### src/rtl/ibis_vga_timing_detect.sv
`default_nettype none
// ============================================================================
// Module   : ibis_vga_timing_detect
// Function : Measures raster timing from blanking strobes and locks once
//            consecutive frames agree; reports pixel coordinates when locked.
// Revision : 1.0 - initial release
// ============================================================================
module ibis_vga_timing_detect #(
    parameter int LOCK_FRAMES = 2,
    parameter int MAX_COUNT   = 1023
) (
    input  logic       aclk,
    input  logic       aresetn,
    input  logic       enable,
    input  logic       hsync,
    input  logic       vsync,
    input  logic       hblankn,
    input  logic       vblankn,
    output logic [9:0] ord_x,
    output logic [9:0] ord_y,
    output logic       pixel_valid,
    output logic [9:0] h_total,
    output logic [9:0] h_active,
    output logic [9:0] v_total,
    output logic [9:0] v_active,
    output logic       locked,
    output logic       timing_error
);

    localparam logic [1:0] c_search  = 2'd0;
    localparam logic [1:0] c_measure = 2'd1;
    localparam logic [1:0] c_check   = 2'd2;
    localparam logic [1:0] c_locked  = 2'd3;

    localparam logic [9:0] c_max    = 10'(MAX_COUNT);
    localparam logic [9:0] c_max_m1 = 10'(MAX_COUNT - 1);
    localparam logic [3:0] c_lock   = 4'(LOCK_FRAMES);

    logic [1:0] r_state, w_state_nxt;
    logic       r_hb, r_vb, r_vb_line;
    logic [9:0] r_x_cnt, r_hact, r_y_cnt, r_vact;
    logic [3:0] r_match;
    logic [9:0] r_h_total, r_h_active, r_v_total, r_v_active;
    logic       r_terr;

    logic       w_ls, w_fs;
    logic       w_x_inc, w_hact_inc, w_y_inc, w_vact_inc;
    logic       w_sat, w_sync_bad, w_line_ok, w_frame_ok;
    logic [9:0] w_line_len, w_line_act, w_frame_len, w_frame_act;
    logic       w_err, w_latch, w_match_inc, w_match_clr;

    assign w_ls = enable & hblankn & ~r_hb;
    assign w_fs = w_ls & vblankn & ~r_vb_line;

    assign w_x_inc    = enable & ~w_ls;
    assign w_hact_inc = w_x_inc & hblankn;
    assign w_y_inc    = w_ls & ~w_fs;
    assign w_vact_inc = w_y_inc & vblankn;

    // Counters restart at 0 on the start event, so each length is count + 1.
    assign w_line_len  = r_x_cnt + 10'd1;
    assign w_line_act  = r_hact + 10'd1;
    assign w_frame_len = r_y_cnt + 10'd1;
    assign w_frame_act = r_vact + 10'd1;

    assign w_line_ok  = (w_line_len == r_h_total) && (w_line_act == r_h_active);
    assign w_frame_ok = (w_frame_len == r_v_total) && (w_frame_act == r_v_active);

    assign w_sat = (w_x_inc & (r_x_cnt == c_max_m1)) | (w_hact_inc & (r_hact == c_max_m1)) |
                   (w_y_inc & (r_y_cnt == c_max_m1)) | (w_vact_inc & (r_vact == c_max_m1));

    assign w_sync_bad = enable & ((~hsync & hblankn) | (~vsync & vblankn));

    always_ff @(posedge aclk) begin
        if (!aresetn) begin
            r_state <= c_search;
        end else begin
            r_state <= w_state_nxt;
        end
    end

    always_comb begin
        w_state_nxt = r_state;
        w_err       = 1'b0;
        w_latch     = 1'b0;
        w_match_inc = 1'b0;
        w_match_clr = 1'b0;
        if (enable) begin
            case (r_state)
                c_search: begin
                    if (w_fs) begin
                        w_match_clr = 1'b1;
                        w_state_nxt = c_measure;
                    end
                end
                c_measure: begin
                    if (w_fs) begin
                        w_latch     = 1'b1;
                        w_match_clr = 1'b1;
                        w_state_nxt = c_check;
                    end
                end
                c_check: begin
                    if (w_fs) begin
                        if (w_line_ok && w_frame_ok) begin
                            w_match_inc = 1'b1;
                            if (r_match + 4'd1 == c_lock) begin
                                w_state_nxt = c_locked;
                            end
                        end else begin
                            w_latch     = 1'b1;
                            w_match_clr = 1'b1;
                        end
                    end
                end
                c_locked: begin
                    if ((w_ls && !w_line_ok) || (w_fs && !w_frame_ok) || w_sync_bad) begin
                        w_err       = 1'b1;
                        w_state_nxt = c_search;
                    end
                end
                default: w_state_nxt = c_search;
            endcase
            // Saturation overrides everything and keeps the last good measurements.
            if (w_sat) begin
                w_err       = 1'b1;
                w_latch     = 1'b0;
                w_match_inc = 1'b0;
                w_match_clr = 1'b0;
                w_state_nxt = c_search;
            end
        end
    end

    always_comb begin
        locked      = (r_state == c_locked);
        pixel_valid = r_hb & r_vb & (r_state == c_locked);
    end

    always_ff @(posedge aclk) begin
        if (!aresetn) begin
            r_hb       <= 1'b0;
            r_vb       <= 1'b0;
            r_vb_line  <= 1'b1;
            r_x_cnt    <= 10'd0;
            r_hact     <= 10'd0;
            r_y_cnt    <= 10'd0;
            r_vact     <= 10'd0;
            r_match    <= 4'd0;
            r_h_total  <= 10'd0;
            r_h_active <= 10'd0;
            r_v_total  <= 10'd0;
            r_v_active <= 10'd0;
            r_terr     <= 1'b0;
        end else begin
            r_terr <= w_err;
            if (enable) begin
                r_hb <= hblankn;
                r_vb <= vblankn;
                if (w_ls) begin
                    r_vb_line <= vblankn;
                    r_x_cnt   <= 10'd0;
                    r_hact    <= 10'd0;
                end else begin
                    if (r_x_cnt != c_max) r_x_cnt <= r_x_cnt + 10'd1;
                    if (hblankn && (r_hact != c_max)) r_hact <= r_hact + 10'd1;
                end
                if (w_fs) begin
                    r_y_cnt <= 10'd0;
                    r_vact  <= 10'd0;
                end else if (w_ls) begin
                    if (r_y_cnt != c_max) r_y_cnt <= r_y_cnt + 10'd1;
                    if (vblankn && (r_vact != c_max)) r_vact <= r_vact + 10'd1;
                end
                if (w_latch) begin
                    r_h_total  <= w_line_len;
                    r_h_active <= w_line_act;
                    r_v_total  <= w_frame_len;
                    r_v_active <= w_frame_act;
                end
                if (w_match_clr) begin
                    r_match <= 4'd0;
                end else if (w_match_inc) begin
                    r_match <= r_match + 4'd1;
                end
            end
        end
    end

    assign ord_x        = r_x_cnt;
    assign ord_y        = r_y_cnt;
    assign h_total      = r_h_total;
    assign h_active     = r_h_active;
    assign v_total      = r_v_total;
    assign v_active     = r_v_active;
    assign timing_error = r_terr;

endmodule
`default_nettype wire

### config.mk
export PLATFORM = sky130hd
export DESIGN_NAME = ibis_vga_timing_detect
export DESIGN_NICKNAME = d
export VERILOG_FILES = /design/src/rtl/ibis_vga_timing_detect.sv
export SDC_FILE = /design/constraint.sdc
export NUM_CORES = 1
export LEC_CHECK = 0
export ABC_AREA = 1
export CAP_MARGIN = 5
export CORE_AREA = 2 2 105 107
export CTS_CLUSTER_DIAMETER = 60
export DETAILED_ROUTE_END_ITERATION = 7
export DIE_AREA = 0 0 107 109
export PLACE_DENSITY = 0.8
export SLEW_MARGIN = 5
export SYNTH_ARGS = -nofsm -noshare
export SYNTH_HDL_FRONTEND = slang
export SYNTH_SLANG_ARGS = --single-unit
export TNS_END_PERCENT = 5
### constraint.sdc
create_clock -name aclk -period 2.86 [get_ports aclk]
set_clock_uncertainty 0.15 [all_clocks]
set_input_delay 0.572 -clock aclk [delete_from_list [all_inputs] [get_ports aclk]]
set_output_delay 0.572 -clock aclk [all_outputs]
set_load 0.02 [all_outputs]
## Yosys cells after proc, flatten, opt, wreduce, memory -nomap -nowiden

Index checks and enable logic that the tools add are counted.

- Add/sub/neg operators: 5
- Equality and inequality tests: 22
- Muxes and demuxes: 37
- Bitwise gates (word level): 27
- Reductions and logical operators: 28

Operator list:

| operator | number |
|---|---|
| $mux W10 | 10 |
| $add A10 B1 Y10 const B | 4 |
| $eq A10 B10 Y1 | 4 |
| $eq A10 B10 Y1 const B | 4 |
| $ne A10 B10 Y1 const B | 4 |
| $and A1 B1 Y1 | 17 |
| $mux W1 | 15 |
| $ne A3 B3 Y1 const B | 5 |
| $mux W2 | 7 |
| $reduce_and A2 Y1 | 6 |
| $reduce_bool A2 Y1 | 6 |
| $mux W4 | 2 |
| $pmux W2 S4 | 1 |
| $logic_and A1 B1 Y1 | 7 |
| $reduce_and A7 Y1 | 1 |
| $not A1 Y1 | 6 |
| $reduce_and A3 Y1 | 2 |
| $add A4 B1 Y4 const B | 1 |
| $eq A2 B2 Y1 const B | 2 |
| $eq A4 B2 Y1 const B | 1 |
| $or A1 B1 Y1 | 4 |
| $pmux W1 S2 | 2 |
| $ne A3 B1 Y1 const B | 1 |
| $eq A2 B1 Y1 const B | 1 |
| other kinds (4) | 6 |

- Register bits after elaboration: 90
- Bits of input ports: 7
- Output and inout bits: 63
- Word-level logic and storage cells: 133

## Longest topological paths before layout

- Depth after elaboration: 13
- Depth in mapped cells: 20
- Depth with buffers taken out: 19

## Least setup slack after synthesis

Ideal clock, no wire load.

- Path kind: register to register
- Start: register r_x_cnt[0] (netlist: ord_x[0])
- End: register r_h_total[6] (netlist: h_total[6])
- Library setup time: 115 ps
- Arrival time: 2,300 ps
- Data required time: 2,595 ps
- Slack: 294 ps
- Cell stages (with the launch flop): 19
- Path through: dfxtp_1 -> inv_1 -> ha_1 -> inv_1 -> nand2_1 -> nand2_1 -> nor2_1 -> nand3_1 -> nor2_1 -> nand3_1 -> nor2_1 -> nand2_1 -> nor2_4 -> nand2_2 -> nand2_2 -> o21ai_4 -> buf_6 -> a21oi_1 -> nor2_1

- Cells in the longest elaborated chain, start to end: 10

RTL lines:

| item | RTL line | text |
|---|---|---|
| start: declaration | 41 | `logic [9:0] r_x_cnt, r_hact, r_y_cnt, r_vact;` |
| start signal: assignment | 165 | `if (r_x_cnt != c_max) r_x_cnt <= r_x_cnt + 10'd1;` |
| $add A10 B1 Y10 | 61 | `assign w_line_len = r_x_cnt + 10'd1;` |
| net w_line_len[0] | 49 | `logic [9:0] w_line_len, w_line_act, w_frame_len, w_frame_act;` |
| $eq A10 B10 Y1 | 66 | `assign w_line_ok = (w_line_len == r_h_total) && (w_line_act == r_h_active);` |
| $logic_and A1 B1 Y1 | 66 |  |
| $logic_and A1 B1 Y1 | 105 | `if (w_line_ok && w_frame_ok) begin` |
| $mux W1 | 105 |  |
| $mux W1 | 104 | `if (w_fs) begin` |
| $pmux W1 S2 | 89 | `case (r_state)` |
| $mux W1 | 125 | `if (w_sat) begin` |
| $mux W1 | 88 | `if (enable) begin` |
| $reduce_and A2 Y1 (no line) | - |  |
| end signal: assignment | 176 | `r_h_total <= w_line_len;` |
| end: declaration | 43 | `logic [9:0] r_h_total, r_h_active, r_v_total, r_v_active;` |

The timed path passes the listed nets, and every way through them passes these cells.
A chain may end at the register's enable or synchronous reset.

## Final worst setup path

- Start: register r_x_cnt[0] (netlist: ord_x[0])
- End: register r_v_total[3] (netlist: v_total[3])

- Cells in the longest elaborated chain, start to end: 10

RTL lines:

| item | RTL line | text |
|---|---|---|
| $add A10 B1 Y10 | 61 |  |
| net w_line_len[0] | 49 |  |
| $eq A10 B10 Y1 | 66 |  |
| $logic_and A1 B1 Y1 | 66 |  |
| $logic_and A1 B1 Y1 | 105 |  |
| $mux W1 | 105 |  |
| $mux W1 | 104 |  |
| $pmux W1 S2 | 89 |  |
| $mux W1 | 125 |  |
| $mux W1 | 88 |  |
| $reduce_and A2 Y1 (no line) | - |  |
| end signal: assignment | 178 | `r_v_total <= w_frame_len;` |
| end: declaration | 43 |  |

The timed path passes the listed nets, and every way through them passes these cells.

==> results.toml <==
[timing]
rsz0062_at_grt = "true"
min_period_over_period_pct = 95.24
timing.fmax_ghz = 0.3671
hold_viol_final = 0
setup_viol = 0
slew_viol_final = 0
worst_pin_slew_ps = 746.1
slew_headroom_pct = 50.26
post-route-min-period_ps = 2724
fin_setup_tns_ps = 0
worst_hold_slack_ps = 316.4

[clock_tree]
numCtsBuffers = 9
clk_pin_slew_ps = 90
ctsHoldBuffers = 0
cts_tree = "done"
cts.sinks = 90
post_cts_buffers = 0
cts_resized = 0
clk_root_buffer_cell = "clkbuf_8"
clock_path_buffers = 2
htree_levels = 3
clk_latency_ps = 370

[critical_path]
required_ps = 2980
cp-end-kind = "register"
worstPathMaxFanout = 8
critPathLaunchType = "register"
crit_type = "reg2reg"
arrival_ps = 2840

[detailed_routing]
viasPerCell = 5.321
wl_mm = 16.08
dr.pass1.iters = 8
ant_nets = 0
num_vias = 6391
avgRoutedWirePerCell_um = 13.39
drc_errors = 0
drt_iter0_drc = 342

[place]
placed_cells = 1182
port_buffers = 69
gp_congestion = 0.9152
hpwl_mm = 10.82

[yosys]
syn_avg_cell_area_um2 = 6.046
synth-async-reset-ratio_pct = 0
yosysSeqAreaShare_pct = 30.69
synth_flop_cell = "dfxtp_1"
yosysWarnings = 0
synth_fp_nets = 992
yosys_register_bits = 90
synth.distinct_cells = 36
syn_inst = 971
syn-cell-area_mm2 = 0.005871
synth_edf_count = 0

[pwr]
p_int_mw = 1.775
clockPowerShare_pct = 34.1
p_comb_share_pct = 14.9
p_total_mw = 2.518
p_seq_share_pct = 51.0
power_density_mw_per_mm2 = 346.3
p_sw_uw = 743.3
ir_drop_v = 0.0002045
p_leak_nw = 3.024
power.share.switching_pct = 29.52

[global_route]
grt_usage_pct = 26.42
grt_max_degree = 51
grt_pass1_vias = 5436
grt-ovfl-total = 0
antenna_found_initial = 0
grt_pass1_wl_mm = 24.95

[run]
cap_violations = 0

[status]
status = "complete, no violations"

[die]
fp.dieW_um = 107
num_rows = 38
fp.dieH_um = 109
core_mm2 = 0.01060
io_pins = 70
dieArea_mm2 = 0.01166
start_util_pct = 55.37

[hold_path]
hold_path_class = "reg2reg"

[finish]
num_antenna_cells = 0
nFillCells = 953
multiInputGateArea_mm2 = 0.003598
seq_area_mm2 = 0.001823
stdcell_count = 1201
area.growth.synth_to_final_pct = 23.87
final_layout_size_suffix_gt1_share_pct = 10.18
final_nets = 1079
final_common_cell = "nand2_1"
most-common-layout-cells = "314 x nand2_1, 114 x nand3_1, 111 x nor2_1, 108 x inv_1, 81 x dfxtp_1"
-- sequential cells by signal, summed over array words and instances (netlist names) --
| name | cells |
|---|---|
| h_active | 10 |
| h_total | 10 |
| ord_x | 10 |
| ord_y | 10 |
| r_hact | 10 |
| r_hb | 1 |
| r_match | 4 |
| r_state | 2 |
| r_vact | 10 |
| r_vb | 1 |
| r_vb_line | 1 |
| timing_error | 1 |
| v_active | 10 |
| v_total | 10 |
-- critical path, stage by stage, from the launching register on --
cell and delay [ps]:
dfxtp_2 340, inv_1 50, ha_1 310, inv_1 60, nand2_1 60, nand2_1 60
nor2_2 160, nand3_2 160, nor2_4 140, nand3_1 80, nor2_1 100, nand2_1 90
nor2_4 110, nand2_2 80, nand2_4 70, o21ai_4 140, buf_12 190, nand2_8 80
nand2_1 70, nand2_1 60, nor2_1 40
-- stage by stage --
stage,instance area (um^2),worst slack [ps],util (%)
finish,7272,136.1,68.59
global route,7272,-42.31,68.59
CTS,7000,12.92,66.03
detailed placement,6827,-41.61,64.39
global placement,6827,56.61,64.39
floorplan,5871,294.3,-
-- routing by layer --
layer,vias up,part of all wire [%],global-route usage [%]
li1,3274,-,-
met1,2918,44,33.16
met2,182,49,47.04
met3,17,6.1,4.782
met4,0,1.6,6.494
met5,-,0,0
-- Yosys cell counts (all sizes together), types with 2 or more instances --
cell type    n  area share [%]
nand2      325              21
nor2       132             9.7
nand3      116             9.9
inv        114             7.3
dfxtp       90              31
a21oi       75             6.4
nand3b      23             2.9
buf         17             2.2
nand4       15             1.6
clkbuf      14            0.90
ha          14             3.0
o21ai       11             1.1
a22oi        6            0.77
xnor2        3            0.45
nor3         2            0.17
o31ai        2            0.26
xor2         2            0.30
-- layout make-up --
type                       count  share of cell area, %
multi-input combinational    735                  49.48
inverter                     115                  5.936
timing repair buffer         107                  14.71
tap                          140                  2.409
clock inverter                 3                 0.5850
clock buffer                  11                  1.807
sequential                    90                  25.07
-- path summary, 6_finish.rpt --
check	start	end	slack, ps	depth (start not counted)
worst max-delay path	ord_x[0]	v_total[3]	140	20
worst min register to register	r_vb	r_vb	320	2
worst max register to register	ord_x[0]	v_total[3]	140	20
worst min-delay path	r_vb	r_vb	320	2
-- kinds of logic after synthesis --
| kind of cell | synth area share [%] |
|---|---|
| simple gates | 45.67 |
| buf+inv | 10.42 |
| compound gates | 9.485 |
| flops | 30.69 |
| fa+ha+maj | 2.984 |
| xor+xnor | 0.7461 |
-- power by group through the flow --
| stage | clock network [mW] | logic, mW | registers [mW] |
|---|---|---|---|
| 2_1_floorplan | 0 | 0.229 | 1.32 |
| 3_3_place_gp | 0 | 0.349 | 1.31 |
| 3_5_place_dp | 0 | 0.353 | 1.31 |
| 4_1_cts | 0.863 | 0.356 | 1.28 |
| 5_1_grt | 0.934 | 0.405 | 1.29 |
| 6_report | 0.859 | 0.376 | 1.28 |
Note: power is estimated with default switching activity, not from simulation.
